--- src/rtl/sdc_dma_wb_arbiter_if.sv ---
// Wishbone B4 classic/registered-feedback bus bundle shared by the arbiter's
// master-facing and slave-facing ports.
interface sdc_dma_wb_arbiter_if #(
  parameter int DW = 32,
  parameter int AW = 32
);
  logic [AW-1:0]   adr;
  logic [DW-1:0]   dat_w;
  logic [DW/8-1:0] sel;
  logic            we;
  logic            cyc;
  logic            stb;
  logic [2:0]      cti;
  logic [1:0]      bte;
  logic [DW-1:0]   dat_r;
  logic            ack;
  logic            err;

  // The side that starts bus cycles.
  modport master (
    output adr, dat_w, sel, we, cyc, stb, cti, bte,
    input  dat_r, ack, err
  );

  // The side that answers bus cycles.
  modport slave (
    input  adr, dat_w, sel, we, cyc, stb, cti, bte,
    output dat_r, ack, err
  );
endinterface

--- src/rtl/sdc_dma_wb_arbiter.sv ---
// Two-master, one-slave Wishbone arbiter for the SD controller DMA path.
// m0 is the DMA master, m1 the host master. Ownership is granted round-robin
// per bus cycle (cyc), held for the whole cycle, and a watchdog converts a
// slave that never answers into a one-cycle err to the current owner.
module sdc_dma_wb_arbiter #(
  parameter int DW      = 32,
  parameter int AW      = 32,
  parameter int TIMEOUT = 1024
) (
  input  logic                  wb_clk_i,
  input  logic                  wb_rst_i,
  sdc_dma_wb_arbiter_if.slave   m0,
  sdc_dma_wb_arbiter_if.slave   m1,
  sdc_dma_wb_arbiter_if.master  s,
  output logic [1:0]            grant_o,
  output logic [15:0]           timeout_cnt_o
);

  // Watchdog width holds 0..TIMEOUT; a disabled watchdog keeps a 1-bit stub.
  localparam int CW = (TIMEOUT > 0) ? $clog2(TIMEOUT + 1) : 1;
  localparam logic [CW-1:0] WD_LAST = (TIMEOUT > 0) ? CW'(TIMEOUT - 1) : '0;

  typedef enum logic [1:0] {
    ST_IDLE = 2'd0,
    ST_OWN0 = 2'd1,
    ST_OWN1 = 2'd2,
    ST_ERR  = 2'd3
  } state_t;

  state_t          state_q, state_d;
  logic            last_q, last_d;     // 0: m0 owned last, 1: m1 owned last
  logic [CW-1:0]   wd_q, wd_d;
  logic [15:0]     tocnt_q, tocnt_d;

  logic            own_stb;
  logic            wd_wait;
  logic            wd_expire;

  // Owner strobe, stall detection and watchdog expiry for the current owner.
  always_comb begin
    own_stb   = (state_q == ST_OWN1) ? m1.stb : m0.stb;
    wd_wait   = ((state_q == ST_OWN0) || (state_q == ST_OWN1)) &&
                own_stb && !s.ack && !s.err;
    wd_expire = (TIMEOUT != 0) && wd_wait && (wd_q == WD_LAST);
  end

  // Next-state: arbitration, release hand-over and watchdog bookkeeping.
  always_comb begin
    state_d = state_q;
    last_d  = last_q;
    tocnt_d = tocnt_q;
    wd_d    = '0;

    case (state_q)
      ST_OWN0: begin
        if (!m0.cyc) begin
          last_d  = 1'b0;
          state_d = m1.cyc ? ST_OWN1 : ST_IDLE;
        end else if (wd_expire) begin
          last_d  = 1'b0;
          state_d = ST_ERR;
        end
      end
      ST_OWN1: begin
        if (!m1.cyc) begin
          last_d  = 1'b1;
          state_d = m0.cyc ? ST_OWN0 : ST_IDLE;
        end else if (wd_expire) begin
          last_d  = 1'b1;
          state_d = ST_ERR;
        end
      end
      default: begin
        // IDLE and the single ERR cycle both re-arbitrate from scratch;
        // on a tie the master that did not own the bus last wins.
        if (m0.cyc && m1.cyc) begin
          state_d = last_q ? ST_OWN0 : ST_OWN1;
        end else if (m0.cyc) begin
          state_d = ST_OWN0;
        end else if (m1.cyc) begin
          state_d = ST_OWN1;
        end else begin
          state_d = ST_IDLE;
        end
      end
    endcase

    // Stall counter keeps running only while the same owner keeps waiting.
    if ((TIMEOUT != 0) && wd_wait && (state_d == state_q)) begin
      wd_d = wd_q + 1'b1;
    end

    if ((state_d == ST_ERR) && (state_q != ST_ERR) && (tocnt_q != 16'hFFFF)) begin
      tocnt_d = tocnt_q + 16'd1;
    end
  end

  // State, round-robin pointer, watchdog and event counter registers.
  always_ff @(posedge wb_clk_i) begin
    if (wb_rst_i) begin
      state_q <= ST_IDLE;
      last_q  <= 1'b1;
      wd_q    <= '0;
      tocnt_q <= 16'd0;
    end else begin
      state_q <= state_d;
      last_q  <= last_d;
      wd_q    <= wd_d;
      tocnt_q <= tocnt_d;
    end
  end

  // Bus steering: owner's request to the slave, slave's response to the owner.
  always_comb begin
    s.adr   = m0.adr;
    s.dat_w = m0.dat_w;
    s.sel   = m0.sel;
    s.we    = m0.we;
    s.cti   = m0.cti;
    s.bte   = m0.bte;
    s.cyc   = 1'b0;
    s.stb   = 1'b0;
    m0.ack  = 1'b0;
    m0.err  = 1'b0;
    m1.ack  = 1'b0;
    m1.err  = 1'b0;
    grant_o = 2'b00;

    if (state_q == ST_OWN1) begin
      s.adr   = m1.adr;
      s.dat_w = m1.dat_w;
      s.sel   = m1.sel;
      s.we    = m1.we;
      s.cti   = m1.cti;
      s.bte   = m1.bte;
    end

    case (state_q)
      ST_OWN0: begin
        s.cyc   = m0.cyc;
        s.stb   = m0.stb;
        m0.ack  = s.ack;
        m0.err  = s.err;
        grant_o = 2'b01;
      end
      ST_OWN1: begin
        s.cyc   = m1.cyc;
        s.stb   = m1.stb;
        m1.ack  = s.ack;
        m1.err  = s.err;
        grant_o = 2'b10;
      end
      ST_ERR: begin
        // Slave side stays quiet; the timed-out owner sees err for one cycle.
        m0.err  = !last_q;
        m1.err  = last_q;
        grant_o = last_q ? 2'b10 : 2'b01;
      end
      default: ;
    endcase

    // A reset being sampled drops the slave request and blocks any response.
    if (wb_rst_i) begin
      s.cyc  = 1'b0;
      s.stb  = 1'b0;
      m0.ack = 1'b0;
      m0.err = 1'b0;
      m1.ack = 1'b0;
      m1.err = 1'b0;
    end
  end

  // Read data is broadcast; only the owner's ack qualifies it.
  assign m0.dat_r      = s.dat_r;
  assign m1.dat_r      = s.dat_r;
  assign timeout_cnt_o = tocnt_q;

endmodule

--- src/flat_wrapper.sv ---
// flat-port wrapper written by rule: the top's interface ports become plain ports
module sdc_dma_wb_arbiter_flat 
#(
  parameter int DW      = 32,
  parameter int AW      = 32,
  parameter int TIMEOUT = 1024
)
  (wb_clk_i, wb_rst_i, grant_o, timeout_cnt_o, m0_adr, m0_dat_w, m0_sel, m0_we, m0_cyc, m0_stb, m0_cti, m0_bte, m0_dat_r, m0_ack, m0_err, m1_adr, m1_dat_w, m1_sel, m1_we, m1_cyc, m1_stb, m1_cti, m1_bte, m1_dat_r, m1_ack, m1_err, s_adr, s_dat_w, s_sel, s_we, s_cyc, s_stb, s_cti, s_bte, s_dat_r, s_ack, s_err);
  sdc_dma_wb_arbiter_if #(.DW(DW), .AW(AW)) m0_i ();
  sdc_dma_wb_arbiter_if #(.DW(DW), .AW(AW)) m1_i ();
  sdc_dma_wb_arbiter_if #(.DW(DW), .AW(AW)) s_i ();
  input  logic wb_clk_i;
  input  logic wb_rst_i;
  output logic [1:0] grant_o;
  output logic [15:0] timeout_cnt_o;
  input wire logic [$bits(m0_i.adr)-1:0] m0_adr;
  input wire logic [$bits(m0_i.dat_w)-1:0] m0_dat_w;
  input wire logic [$bits(m0_i.sel)-1:0] m0_sel;
  input wire logic [$bits(m0_i.we)-1:0] m0_we;
  input wire logic [$bits(m0_i.cyc)-1:0] m0_cyc;
  input wire logic [$bits(m0_i.stb)-1:0] m0_stb;
  input wire logic [$bits(m0_i.cti)-1:0] m0_cti;
  input wire logic [$bits(m0_i.bte)-1:0] m0_bte;
  output wire logic [$bits(m0_i.dat_r)-1:0] m0_dat_r;
  output wire logic [$bits(m0_i.ack)-1:0] m0_ack;
  output wire logic [$bits(m0_i.err)-1:0] m0_err;
  input wire logic [$bits(m1_i.adr)-1:0] m1_adr;
  input wire logic [$bits(m1_i.dat_w)-1:0] m1_dat_w;
  input wire logic [$bits(m1_i.sel)-1:0] m1_sel;
  input wire logic [$bits(m1_i.we)-1:0] m1_we;
  input wire logic [$bits(m1_i.cyc)-1:0] m1_cyc;
  input wire logic [$bits(m1_i.stb)-1:0] m1_stb;
  input wire logic [$bits(m1_i.cti)-1:0] m1_cti;
  input wire logic [$bits(m1_i.bte)-1:0] m1_bte;
  output wire logic [$bits(m1_i.dat_r)-1:0] m1_dat_r;
  output wire logic [$bits(m1_i.ack)-1:0] m1_ack;
  output wire logic [$bits(m1_i.err)-1:0] m1_err;
  output wire logic [$bits(s_i.adr)-1:0] s_adr;
  output wire logic [$bits(s_i.dat_w)-1:0] s_dat_w;
  output wire logic [$bits(s_i.sel)-1:0] s_sel;
  output wire logic [$bits(s_i.we)-1:0] s_we;
  output wire logic [$bits(s_i.cyc)-1:0] s_cyc;
  output wire logic [$bits(s_i.stb)-1:0] s_stb;
  output wire logic [$bits(s_i.cti)-1:0] s_cti;
  output wire logic [$bits(s_i.bte)-1:0] s_bte;
  input wire logic [$bits(s_i.dat_r)-1:0] s_dat_r;
  input wire logic [$bits(s_i.ack)-1:0] s_ack;
  input wire logic [$bits(s_i.err)-1:0] s_err;
  assign m0_i.adr = m0_adr;
  assign m0_i.dat_w = m0_dat_w;
  assign m0_i.sel = m0_sel;
  assign m0_i.we = m0_we;
  assign m0_i.cyc = m0_cyc;
  assign m0_i.stb = m0_stb;
  assign m0_i.cti = m0_cti;
  assign m0_i.bte = m0_bte;
  assign m0_dat_r = m0_i.dat_r;
  assign m0_ack = m0_i.ack;
  assign m0_err = m0_i.err;
  assign m1_i.adr = m1_adr;
  assign m1_i.dat_w = m1_dat_w;
  assign m1_i.sel = m1_sel;
  assign m1_i.we = m1_we;
  assign m1_i.cyc = m1_cyc;
  assign m1_i.stb = m1_stb;
  assign m1_i.cti = m1_cti;
  assign m1_i.bte = m1_bte;
  assign m1_dat_r = m1_i.dat_r;
  assign m1_ack = m1_i.ack;
  assign m1_err = m1_i.err;
  assign s_adr = s_i.adr;
  assign s_dat_w = s_i.dat_w;
  assign s_sel = s_i.sel;
  assign s_we = s_i.we;
  assign s_cyc = s_i.cyc;
  assign s_stb = s_i.stb;
  assign s_cti = s_i.cti;
  assign s_bte = s_i.bte;
  assign s_i.dat_r = s_dat_r;
  assign s_i.ack = s_ack;
  assign s_i.err = s_err;
  sdc_dma_wb_arbiter #(.DW(DW), .AW(AW), .TIMEOUT(TIMEOUT)) u_core (.wb_clk_i(wb_clk_i), .wb_rst_i(wb_rst_i), .m0(m0_i), .m1(m1_i), .s(s_i), .grant_o(grant_o), .timeout_cnt_o(timeout_cnt_o));
endmodule
--- config.mk ---
export PLATFORM = sky130hd
export DESIGN_NAME = sdc_dma_wb_arbiter_flat
export DESIGN_NICKNAME = d
export VERILOG_FILES = /design/src/rtl/sdc_dma_wb_arbiter_if.sv /design/src/rtl/sdc_dma_wb_arbiter.sv /design/src/flat_wrapper.sv
export SDC_FILE = /design/constraint.sdc
export NUM_CORES = 1
export LEC_CHECK = 0
export CORE_AREA = 2 2 136 138
export CTS_BUF_LIST = sky130_fd_sc_hd__clkbuf_8
export CTS_CLUSTER_DIAMETER = 50
export CTS_CLUSTER_SIZE = 30
export DETAILED_ROUTE_END_ITERATION = 6
export DIE_AREA = 0 0 138 140
export PLACE_DENSITY = 0.53
export SYNTH_ARGS = -nofsm -noshare
export SYNTH_HDL_FRONTEND = slang
export SYNTH_SLANG_ARGS = --single-unit
export TNS_END_PERCENT = 10
--- constraint.sdc ---
create_clock -name wb_clk_i -period 3.6 [get_ports wb_clk_i]
set_input_delay 1.08 -clock wb_clk_i [delete_from_list [all_inputs] [get_ports wb_clk_i]]
set_output_delay 1.08 -clock wb_clk_i [all_outputs]
set_load 0.01 [all_outputs]
==> metrics <==
status=complete, no violations; routed vias=3197; pin count of the biggest net entering global routing=30; Clock Path Buffers=2; max-slew violations=0; Yosys Warn Count=0; Final setup viols=0; measured slew at the worst slew-check pin=0.431 ns; EDFF count, synth=0; leakage=2.00 nW; Final min period=3.54 ns; initial DRC count=152; drt total wl=15500 um; CP Capture Type=output port; routability cong.=0.833; CP Data Arrival Time=2.46 ns; DP HPWL=around 14000 um; dpl cells=767; commonest non-fill, non-tap cell in the layout=clkdlybuf4s50_1; post-synth top area share=28.4%; Design Area, Final=5600 um2; Synthesized Nets=540; fmax=0.282 GHz; # diodes=0; Die Y=140 um; per-cell routed wire length=approximately 20 um; number of max-cap violations=0; number of synthesized register bits=30; chip width=138 um; die area=19300 um2; Setup Buffers After CTS=0; most frequent cells in the layout=251 x clkdlybuf4s50_1, 77 x mux2_2, 30 x dfxtp_1; ys async rst share=0%; total gr overflow=0; DRC errors left=0; Max VDD drop=between 0.00015 and 0.0002 V; final hold violations=0; Area after DPL=5510 um2; Synth Cell Area=3050 um2; CP required=~2.5 ns; worst reg2reg setup slack=between 0.7 and 0.8 ns; clk_lat worst skew=approximately 0.28 ns; Num CTS Buffers=5; top post-synthesis cells by area=mux2_2 28%, dfxtp_1 20%, buf_4 16%; Most used DFF post-synth=dfxtp_1; Seq/Total Area, Yosys=19.7%; Row Count=~50; Syn Inst Count=roughly 350; relative slew slack=70.9%; period utilization=98.4%; Initial Utilization=17.2%; clk root buf=clkbuf_8; routed vias/inst=4.13; DR pass1 iterations=4; final std cells w/o fill=775; core area=17800 um2; post_cts resized=2; class of the worst hold path=reg -> reg; final core utilization=31.5%; Layout Skew=0.00930 ns; Min Hold Slack=0.474 ns; Syn Area/Cell=between 8 and 9 um2; area delta synth->final=83.4%; vias in the first global route=roughly 3300; fraction of layout cells with a size suffix above 1=20.5%; post-route ant nets=0; Critical Path Fanout Max=9; CTS H-tree depth=2; fin nets=738; Total Routing Usage GR=approximately 15%; Final TNS setup=0 ns; antenna violations before repair=0; RSZ-0062 raised after global routing=no; TritonCTS clock tree=done; Worst-path clk slew=0.07 ns; Pwr per Cell Area=slightly below 400 nW/um2; Setup Crit Path Kind=in -> out; global-route wire length before repair=22100 um; biggest area consumer among synthesized cells=mux2_2; I/O pins=350; nature of the critical path startpoint=primary input; clk sink count=30; post-synth cell types=47; cts hold-fix bufs=0; IO buf count=about 250
==> layer usage <==
layer  wire length, um  track usage [%]  up-vias
met2              7280             25.1      159
li1                  -                -     1567
met5                 0                0        -
met1              6830             19.7     1460
met3              1320             5.68       11
met4                97             1.99        0
==> flip-flops by register name, indices dropped and copies added (netlist names) <==
signal	flops
u_core.wd_q	11
u_core.timeout_cnt_o	16
u_core.last_q	1
u_core.state_q	2
==> worst paths after layout <==
kind | start | endpoint | cells after the start
max | wb_rst_i | m0_err | 5
max reg2reg | u_core.state_q[0] | u_core.timeout_cnt_o[7] | 10
min | u_core.wd_q[0] | u_core.wd_q[0] | 1
min reg2reg | u_core.wd_q[0] | u_core.wd_q[0] | 1
==> layout make-up <==
type	instances	area, um2
inverters	4	15.0
flip-flops and latches	30	601
fillers	1839	12200
well taps	229	287
clock buffers	6	82.6
multi-input cells	231	1890
repair buffers	273	2720
clock inverters	2	8.76
==> through the flow <==
stage | worst slack [ns] | total power (W)
finish | 0.0591 | 0.00222
global route | 0.00220 | 0.00235
CTS | 0.0428 | 0.00224
detailed placement | -0.0804 | 0.00195
global placement | -0.0711 | 0.00195
floorplan | 0.686 | 0.00115
==> critical path: stages <==
cell and delay [ns]:
clkdlybuf4s50_1 0.44, buf_12 0.16, nor2_1 0.11, buf_4 0.13, clkdlybuf4s50_1 0.54
==> Yosys cell counts (3+ instances only) <==
master and instances:
mux2_2 77, buf_4 65, dfxtp_1 30, nor2_1 24, nand2_1 18, a21oi_1 14, clkbuf_1 12, nand3_1 9
o21ai_0 8, and3_1 7, nor2b_1 7, or4_1 7, xor2_1 7, ha_1 5, o31ai_1 5, or3_1 5
inv_1 4, xnor2_1 4, buf_1 3, nand3b_1 3
==> kinds of logic after synthesis <==
family | after synthesis | share of synthesized area [%]
AND/OR/NAND/NOR | 96 | 17.9
buffers and inverters | 86 | 18.8
multiplexers | 80 | 29.6
AO/OA/AOI/OAI | 39 | 8.85
flip-flops | 30 | 19.7
XOR/XNOR | 11 | 3.15
adder cells (fa/ha/maj) | 5 | 2.05
==> power by group <==
| part | switching, W | total (W) | internal (W) | leakage [nW] |
|---|---|---|---|---|
| registers | 0.0000219 | 0.000372 | 0.000350 | 0.242 |
| clock network | 0.000128 | 0.000279 | 0.000151 | 0.0524 |
| logic | 0.000680 | 0.00157 | 0.000885 | 1.70 |
Note: power is estimated with default switching activity, not from simulation.
